$ cat config.mk
export PLATFORM = sky130hd
export DESIGN_NAME = display_nchar_driver
export DESIGN_NICKNAME = d
export VERILOG_FILES = /design/src/rtl/display_nchar_driver.sv
export SDC_FILE = /design/constraint.sdc
export NUM_CORES = 1
export LEC_CHECK = 0
export CORE_UTILIZATION = 35
export CTS_CLUSTER_DIAMETER = 150
export DETAILED_ROUTE_END_ITERATION = 16
export PLACE_DENSITY = 0.52
export SLEW_MARGIN = 20
export SYNTH_ARGS = -nofsm -noshare
export SYNTH_HDL_FRONTEND = slang
export SYNTH_SLANG_ARGS = --single-unit
export TNS_END_PERCENT = 50
$ cat constraint.sdc
create_clock -name clock_27mhz -period 4.2 [get_ports clock_27mhz]
set_clock_uncertainty 0.1 [all_clocks]
set_input_delay 0.42 -clock clock_27mhz [delete_from_list [all_inputs] [get_ports clock_27mhz]]
set_output_delay 0.42 -clock clock_27mhz [all_outputs]
set_load 0.02 [all_outputs]
$ cat src/rtl/display_nchar_driver.sv
// Serial driver for chained 4-char HCMS-style dot-matrix modules with per-frame snapshot and runtime brightness.
// Optional build macro ASCII_MODE_EN: one ASCII byte per char (0x20-0x7E) instead of hex nibbles.
module display_nchar_driver #(
  parameter int NUM_CHARS    = 16,
  parameter int CLK_DIV      = 26,
  parameter int RESET_CYCLES = 100
) (
  input  logic                     clock_27mhz,
  input  logic                     reset,
`ifdef ASCII_MODE_EN
  input  logic [8*NUM_CHARS-1:0]   data,
`else
  input  logic [4*NUM_CHARS-1:0]   data,
`endif
  input  logic [3:0]               brightness,
  output logic                     busy,
  output logic                     frame_done,
  output logic                     disp_blank,
  output logic                     disp_clock,
  output logic                     disp_data_out,
  output logic                     disp_rs,
  output logic                     disp_ce_b,
  output logic                     disp_reset_b
);

`ifdef ASCII_MODE_EN
  localparam int CHW = 8;
`else
  localparam int CHW = 4;
`endif
  localparam int SH       = $clog2(CHW);
  localparam int CW       = 2 * NUM_CHARS;
  localparam int CLR_LAST = NUM_CHARS * 40 - 1;
  localparam int IDXW     = $clog2(NUM_CHARS * 40);
  localparam int CHARW    = $clog2(NUM_CHARS);
  localparam int DIVW     = $clog2(CLK_DIV + 2);
  localparam int RSTW     = $clog2(RESET_CYCLES + 2);

  typedef enum logic [2:0] {
    S_RST, S_UNRST, S_CLR, S_CLRL, S_CTRL, S_LATCH, S_DOTS
  } state_t;

  state_t                   state_q, state_d;
  logic [DIVW-1:0]          div_q;
  logic                     clk_q;
  logic [RSTW-1:0]          drst_q;
  logic [IDXW-1:0]          idx_q, idx_d;
  logic [CHARW-1:0]         char_q, char_d;
  logic [5:0]               dot_q, dot_d;
  logic [3:0]               bri_q, bri_d;
  logic [CW-1:0]            ctrl_q, ctrl_d;
  logic [CHW*NUM_CHARS-1:0] data_q, data_d;
  logic dout_q, dout_d, rs_q, rs_d, ce_b_q, ce_b_d, reset_b_q, reset_b_d;
  logic busy_q, busy_d, frame_done_q, frame_done_d, pend_q, pend_d;
  logic                     tick;
  logic [7:0]               ctrl_byte;
  logic [CHW-1:0]           code;
  logic [39:0]              glyph;

  function automatic logic [39:0] glyph_rom(input logic [CHW-1:0] c);
    glyph_rom = '0;
`ifdef ASCII_MODE_EN
    case (c)
      8'h21: glyph_rom = 40'h00005F0000;  8'h22: glyph_rom = 40'h0007000700;
      8'h23: glyph_rom = 40'h147F147F14;  8'h24: glyph_rom = 40'h242A7F2A12;
      8'h25: glyph_rom = 40'h2313086462;  8'h26: glyph_rom = 40'h3649562050;
      8'h27: glyph_rom = 40'h0005030000;  8'h28: glyph_rom = 40'h001C224100;
      8'h29: glyph_rom = 40'h0041221C00;  8'h2A: glyph_rom = 40'h14083E0814;
      8'h2B: glyph_rom = 40'h08083E0808;  8'h2C: glyph_rom = 40'h0050300000;
      8'h2D: glyph_rom = 40'h0808080808;  8'h2E: glyph_rom = 40'h0060600000;
      8'h2F: glyph_rom = 40'h2010080402;  8'h30: glyph_rom = 40'h3E5149453E;
      8'h31: glyph_rom = 40'h00427F4000;  8'h32: glyph_rom = 40'h6251494946;
      8'h33: glyph_rom = 40'h2241494936;  8'h34: glyph_rom = 40'h1814127F10;
      8'h35: glyph_rom = 40'h2745454539;  8'h36: glyph_rom = 40'h3C4A494930;
      8'h37: glyph_rom = 40'h0171090503;  8'h38: glyph_rom = 40'h3649494936;
      8'h39: glyph_rom = 40'h064949291E;  8'h3A: glyph_rom = 40'h0036360000;
      8'h3B: glyph_rom = 40'h0056360000;  8'h3C: glyph_rom = 40'h0814224100;
      8'h3D: glyph_rom = 40'h1414141414;  8'h3E: glyph_rom = 40'h0041221408;
      8'h3F: glyph_rom = 40'h0201510906;  8'h40: glyph_rom = 40'h324979413E;
      8'h41: glyph_rom = 40'h7E0909097E;  8'h42: glyph_rom = 40'h7F49494936;
      8'h43: glyph_rom = 40'h3E41414122;  8'h44: glyph_rom = 40'h7F4141413E;
      8'h45: glyph_rom = 40'h7F49494941;  8'h46: glyph_rom = 40'h7F09090901;
      8'h47: glyph_rom = 40'h3E4149497A;  8'h48: glyph_rom = 40'h7F0808087F;
      8'h49: glyph_rom = 40'h00417F4100;  8'h4A: glyph_rom = 40'h2040413F01;
      8'h4B: glyph_rom = 40'h7F08142241;  8'h4C: glyph_rom = 40'h7F40404040;
      8'h4D: glyph_rom = 40'h7F020C027F;  8'h4E: glyph_rom = 40'h7F0408107F;
      8'h4F: glyph_rom = 40'h3E4141413E;  8'h50: glyph_rom = 40'h7F09090906;
      8'h51: glyph_rom = 40'h3E4151215E;  8'h52: glyph_rom = 40'h7F09192946;
      8'h53: glyph_rom = 40'h4649494931;  8'h54: glyph_rom = 40'h01017F0101;
      8'h55: glyph_rom = 40'h3F4040403F;  8'h56: glyph_rom = 40'h1F2040201F;
      8'h57: glyph_rom = 40'h3F4038403F;  8'h58: glyph_rom = 40'h6314081463;
      8'h59: glyph_rom = 40'h0708700807;  8'h5A: glyph_rom = 40'h6151494543;
      8'h5B: glyph_rom = 40'h007F414100;  8'h5C: glyph_rom = 40'h0204081020;
      8'h5D: glyph_rom = 40'h0041417F00;  8'h5E: glyph_rom = 40'h0402010204;
      8'h5F: glyph_rom = 40'h4040404040;  8'h60: glyph_rom = 40'h0001020400;
      8'h61: glyph_rom = 40'h2054545478;  8'h62: glyph_rom = 40'h7F48444438;
      8'h63: glyph_rom = 40'h3844444420;  8'h64: glyph_rom = 40'h384444487F;
      8'h65: glyph_rom = 40'h3854545418;  8'h66: glyph_rom = 40'h087E090102;
      8'h67: glyph_rom = 40'h0C5252523E;  8'h68: glyph_rom = 40'h7F08040478;
      8'h69: glyph_rom = 40'h00447D4000;  8'h6A: glyph_rom = 40'h2040443D00;
      8'h6B: glyph_rom = 40'h7F10284400;  8'h6C: glyph_rom = 40'h00417F4000;
      8'h6D: glyph_rom = 40'h7C04180478;  8'h6E: glyph_rom = 40'h7C08040478;
      8'h6F: glyph_rom = 40'h3844444438;  8'h70: glyph_rom = 40'h7C14141408;
      8'h71: glyph_rom = 40'h081414187C;  8'h72: glyph_rom = 40'h7C08040408;
      8'h73: glyph_rom = 40'h4854545420;  8'h74: glyph_rom = 40'h043F444020;
      8'h75: glyph_rom = 40'h3C4040207C;  8'h76: glyph_rom = 40'h1C2040201C;
      8'h77: glyph_rom = 40'h3C4030403C;  8'h78: glyph_rom = 40'h4428102844;
      8'h79: glyph_rom = 40'h0C5050503C;  8'h7A: glyph_rom = 40'h4464544C44;
      8'h7B: glyph_rom = 40'h0008364100;  8'h7C: glyph_rom = 40'h00007F0000;
      8'h7D: glyph_rom = 40'h0041360800;  8'h7E: glyph_rom = 40'h1008081008;
      default: glyph_rom = '0;  // space and non-printable codes stay dark
    endcase
`else
    case (c)
      4'h0: glyph_rom = 40'h3E5149453E;  4'h1: glyph_rom = 40'h00427F4000;
      4'h2: glyph_rom = 40'h6251494946;  4'h3: glyph_rom = 40'h2241494936;
      4'h4: glyph_rom = 40'h1814127F10;  4'h5: glyph_rom = 40'h2745454539;
      4'h6: glyph_rom = 40'h3C4A494930;  4'h7: glyph_rom = 40'h0171090503;
      4'h8: glyph_rom = 40'h3649494936;  4'h9: glyph_rom = 40'h064949291E;
      4'hA: glyph_rom = 40'h7E0909097E;  4'hB: glyph_rom = 40'h7F49494936;
      4'hC: glyph_rom = 40'h3E41414122;  4'hD: glyph_rom = 40'h7F4141413E;
      4'hE: glyph_rom = 40'h7F49494941;  4'hF: glyph_rom = 40'h7F09090901;
      default: glyph_rom = '0;
    endcase
`endif
  endfunction

  // FSM steps only on the 0->1 edge of the internal clock, i.e. falling disp_clock.
  assign tick      = (div_q == DIVW'(CLK_DIV)) && !clk_q;
  assign ctrl_byte = {4'b0111, brightness};
  assign code      = data_q[{char_q, SH'(0)} +: CHW];
  assign glyph     = glyph_rom(code);

  // NOTE: sequential state uses <= so every register samples pre-edge values.
  always_ff @(posedge clock_27mhz) begin
    if (reset) begin
      div_q  <= '0;
      clk_q  <= 1'b0;
      drst_q <= RSTW'(RESET_CYCLES);
    end else begin
      if (div_q == DIVW'(CLK_DIV)) begin
        div_q <= '0;
        clk_q <= ~clk_q;
      end else begin
        div_q <= div_q + 1'b1;
      end
      if (drst_q != '0) drst_q <= drst_q - 1'b1;
    end
  end

  always_comb begin
    // NOTE: every output of this block gets a default first so no latches are inferred.
    state_d      = state_q;
    idx_d        = idx_q;
    char_d       = char_q;
    dot_d        = dot_q;
    bri_d        = bri_q;
    ctrl_d       = ctrl_q;
    data_d       = data_q;
    dout_d       = dout_q;
    rs_d         = rs_q;
    ce_b_d       = ce_b_q;
    reset_b_d    = reset_b_q;
    busy_d       = busy_q;
    pend_d       = pend_q;
    frame_done_d = 1'b0;
    if (tick) begin
      unique case (state_q)
        S_RST: begin
          reset_b_d = 1'b0;
          ce_b_d    = 1'b1;
          rs_d      = 1'b0;
          idx_d     = '0;
          state_d   = S_UNRST;
        end
        S_UNRST: begin
          reset_b_d = 1'b1;
          state_d   = S_CLR;
        end
        S_CLR: begin
          ce_b_d = 1'b0;
          dout_d = 1'b0;
          if (idx_q == IDXW'(CLR_LAST)) begin
            idx_d   = '0;
            state_d = S_CLRL;
          end else begin
            idx_d = idx_q + 1'b1;
          end
        end
        S_CLRL: begin
          ce_b_d  = 1'b1;
          rs_d    = 1'b1;
          ctrl_d  = {(NUM_CHARS/4){ctrl_byte}};
          bri_d   = brightness;
          idx_d   = '0;
          state_d = S_CTRL;
        end
        S_CTRL: begin
          ce_b_d = 1'b0;
          dout_d = ctrl_q[CW-1];
          ctrl_d = {ctrl_q[CW-2:0], 1'b0};
          if (idx_q == IDXW'(CW - 1)) begin
            idx_d   = '0;
            state_d = S_LATCH;
          end else begin
            idx_d = idx_q + 1'b1;
          end
        end
        S_LATCH: begin
          ce_b_d       = 1'b1;
          rs_d         = 1'b0;
          busy_d       = 1'b0;
          data_d       = data;
          char_d       = CHARW'(NUM_CHARS - 1);
          dot_d        = 6'd39;
          frame_done_d = pend_q;
          pend_d       = 1'b0;
          // A brightness change is folded in between frames, never mid-frame.
          if (brightness != bri_q) begin
            rs_d    = 1'b1;
            ctrl_d  = {(NUM_CHARS/4){ctrl_byte}};
            bri_d   = brightness;
            busy_d  = 1'b1;
            idx_d   = '0;
            state_d = S_CTRL;
          end else begin
            state_d = S_DOTS;
          end
        end
        S_DOTS: begin
          ce_b_d = 1'b0;
          dout_d = glyph[dot_q];
          if (dot_q == 6'd0) begin
            dot_d = 6'd39;
            if (char_q == '0) begin
              pend_d  = 1'b1;
              state_d = S_LATCH;
            end else begin
              char_d = char_q - 1'b1;
            end
          end else begin
            dot_d = dot_q - 1'b1;
          end
        end
        default: state_d = S_RST;
      endcase
    end
  end

  always_ff @(posedge clock_27mhz) begin
    if (reset || drst_q != '0) begin
      state_q      <= S_RST;
      idx_q        <= '0;
      dout_q       <= 1'b0;
      rs_q         <= 1'b0;
      ce_b_q       <= 1'b1;
      reset_b_q    <= 1'b0;
      busy_q       <= 1'b1;
      frame_done_q <= 1'b0;
      pend_q       <= 1'b0;
    end else begin
      state_q      <= state_d;
      idx_q        <= idx_d;
      dout_q       <= dout_d;
      rs_q         <= rs_d;
      ce_b_q       <= ce_b_d;
      reset_b_q    <= reset_b_d;
      busy_q       <= busy_d;
      frame_done_q <= frame_done_d;
      pend_q       <= pend_d;
    end
  end

  // NOTE: datapath registers carry no reset; each is loaded by the FSM before it is read.
  always_ff @(posedge clock_27mhz) begin
    char_q <= char_d;
    dot_q  <= dot_d;
    bri_q  <= bri_d;
    ctrl_q <= ctrl_d;
    data_q <= data_d;
  end

  assign busy          = busy_q;
  assign frame_done    = frame_done_q;
  assign disp_blank    = 1'b0;
  assign disp_clock    = ~clk_q;
  assign disp_data_out = dout_q;
  assign disp_rs       = rs_q;
  assign disp_ce_b     = ce_b_q;
  assign disp_reset_b  = reset_b_q;

endmodule

==> impl_metrics.toml <==
[floorplanning]
design.die.area_um2 = 20200
die_w_um = 142
die_y_um = 142
fp-row-count = 50
ios = 78
initial_utilization = 0.363
coreArea_um2 = 19000

[timing]
final.setup.tns_ns = 0
period_share = 0.912
rsz0062_at_grt = "no"
fmax_mhz = 261
hold_viol = 0
maxSlewHeadroom = 0.486
period_minus_slack_ns = 3.83
fin_ws_ns = 0.371
maxSlewViolCount = 0
finalSetupViolCount = 0
tightest_slew_ns = 0.764

[power]
p_comb_frac = 0.036
intPower_w = 0.00238
power_density_nw_per_um2 = 361
p_switching_w = 0.000679
p_leak_nw = 2.84
swShare = 0.222
seqPwrFrac = 0.502
peakVddDrop_v = 0.000275
clkPwrFrac = 0.462

[yosys]
synth-seq-area-share = 0.577
ys_async_sr_fraction = 0
synth-seq-cells = 143
synth_cell_type_count = 66
synth_ff_type = "edfxtp_1"
synth_edf_count = 110
netlist.area_leader.share = 0.481
yosys_warnings = 0
syn-cell-area_um2 = 6870
syn_inst = 579
syn_avg_cell_area_um2 = 11.9
synthTopCellsByArea = "edfxtp_1 (48%), dfxtp_1 (9.6%), mux4_2 (4.6%)"
synth_nets = 664
synth_top_area_cell = "edfxtp_1"

[routing]
vias = 4802
via_per_inst = 5.16
ant_nets = 0
drt_iter0_markers = 420
drt_wl_total_mm = 15.6
drtPass1Iterations = 5
post-route-drc-count = 0
drt-wirelength-per-cell_um = 16.8

[worst_setup_path]
crit_chain = "buf_4, mux4_2, a22oi_1, and3_1, ha_1, inv_1, nand2_1, a21oi_1, a2111oi_0, a2111oi_0, a2111oi_2, a2bb2oi_2"
critPathArrivalTime_ns = 4.09
crit_type = "flip-flop to flip-flop"
worstPathBufferInverterCount = 2
cpPeakStageDelay_ns = 0.68
cp_max_fo = 11
ff2ff_setup_slack_ns = 0.37
start_kind = "flip-flop"
reg2reg_depth = 12
critPathCaptureType = "flip-flop"
required_ns = 4.46
critPathTopFamily = "compound AO/OA/AOI/OAI gates"
cp.depth = 12
cp_common_cell = "a2111oi_0"
slowest_stage = "edfxtp_1"

[min_path]
hold_path_class = "flip-flop to flip-flop"
holdPathStages = 1

[cts]
cts_made_buffers = 17
cts_num_sinks = 143
cts_setup_buffers = 0
cts_root_buf = "clkbuf_16"
hold_buffers = 0
cts_max_level = 4
cts_tree = "yes"
clk_pin_slew_ns = 0.06
cts_max_path_buffers = 2
clock_latency_ns = 0.42
ctsResizeCount = 0

[global_route]
grt_pass1_vias = 4875
antenna_found_initial = 0
overflow = 0
grt_start_max_net_pins = 33
track_usage = 0.165
grt_pass1_wl_mm = 25.5

[cells_and_area]
fin_nets = 742
post-route-util = 0.446
drive_gt1_frac = 0.106
antennaDiodeCount = 0
syn2layout_area_growth_pct = 23.1
fillerInstances = 1748

[status]
outcome = "complete, no violations"

[place]
dp_slack_ns = 0.445
gp_congestion = 0.925
port_buffers = 76
hpwl_mm = 11.2

[job]
cap_viol_max_count = 0
[cells in the mapped netlist, drive strengths merged, types with 4 or more instances]
| cell | count |
|---|---|
| xor2 | 10 |
| a21oi | 23 |
| nor3 | 12 |
| a21o | 17 |
| nand2 | 54 |
| edfxtp | 110 |
| o21ai | 27 |
| nand2b | 4 |
| or3 | 17 |
| nor4 | 6 |
| ha | 15 |
| and3 | 6 |
| nor2b | 11 |
| a31oi | 4 |
| mux2i | 12 |
| clkbuf | 19 |
| nor2 | 45 |
| a211oi | 9 |
| dfxtp | 33 |
| and2 | 8 |
| mux4 | 14 |
| buf | 13 |
| xnor2 | 18 |
| nand3 | 20 |
| nand4 | 6 |
| a2111oi | 5 |
| inv | 19 |
[worst register-to-register path, stage by stage, from the launching register on]
cell and delay (ns):
edfxtp_1 0.68, buf_4 0.28, mux4_2 0.32, a22oi_1 0.14, and3_1 0.45, ha_1 0.34, inv_1 0.10, nand2_1 0.09
a21oi_1 0.06, a2111oi_0 0.50, a2111oi_0 0.20, a2111oi_2 0.36, a2bb2oi_2 0.15
[cell families after synthesis]
logic type	Yosys count	synth area share
buf+inv	53	0.0370
xor+xnor	28	0.0357
flops	143	0.577
mux	27	0.0661
compound gates	118	0.120
simple gates	194	0.136
fa+ha+maj	15	0.0273
other cells	1	0.000546
[cells in the final DEF (no fill, tap or decap), types with 18 or more instances in the layout]
master / instances
a21oi_1: 22
clkdlybuf4s50_1: 76
dfxtp_1: 33
edfxtp_1: 110
nand2_1: 54
nand3_1: 20
nor2_1: 44
o21ai_0: 25
xnor2_1: 18
[cell type report]
class | instances | area, µm² | area share
clock buffers | 18 | 429 | 0.0507
clock inverters | 14 | 121 | 0.0144
inverters | 21 | 78.8 | 0.00932
multi-input cells | 383 | 2670 | 0.315
flip-flops and latches | 143 | 3960 | 0.469
well taps | 260 | 325 | 0.0385
repair buffers | 91 | 873 | 0.103
[stage by stage]
stage	cells	total power [W]	instance area (µm²)	hold slack (ns)
after detailed placement	898	0.00168	7910	0.356
after CTS	930	0.00309	8460	0.373
after global routing	930	0.00316	8460	0.396
after global placement	898	0.00168	7910	0.346
final	930	0.00306	8460	0.365
after floorplan	579	0.00160	6870	0.330
[per-layer routing]
| layer | wire length, µm | vias up | track usage |
|---|---|---|---|
| li1 | - | 2325 | - |
| met1 | 7380 | 2354 | 0.219 |
| met2 | 7380 | 109 | 0.261 |
| met3 | 721 | 14 | 0.0464 |
| met4 | 146 | 0 | 0.0504 |
| met5 | 0 | - | 0 |
[registers in the layout, summed over array words and instances, names as in the netlist, 3 cells and up]
register  cells
bri_q         4
char_q        4
ctrl_q       32
data_q       64
div_q         5
dot_q         6
drst_q        7
idx_q        10
state_q       3
[worst paths after layout]
check / from / endpoint
max reg2reg: char_q[1] / disp_data_out
max: char_q[1] / disp_data_out
min reg2reg: div_q[0] / div_q[0]
min: div_q[0] / div_q[0]
[power by group through the flow]
stage | logic, W | registers, W | clock network, W
after floorplan | 0.0000374 | 0.00156 | 0
after global placement | 0.000111 | 0.00156 | 0
after detailed placement | 0.000112 | 0.00157 | 0
after CTS | 0.000113 | 0.00153 | 0.00144
after global routing | 0.000121 | 0.00154 | 0.00151
final | 0.000111 | 0.00153 | 0.00141
Power figures use the tool's default switching activity.
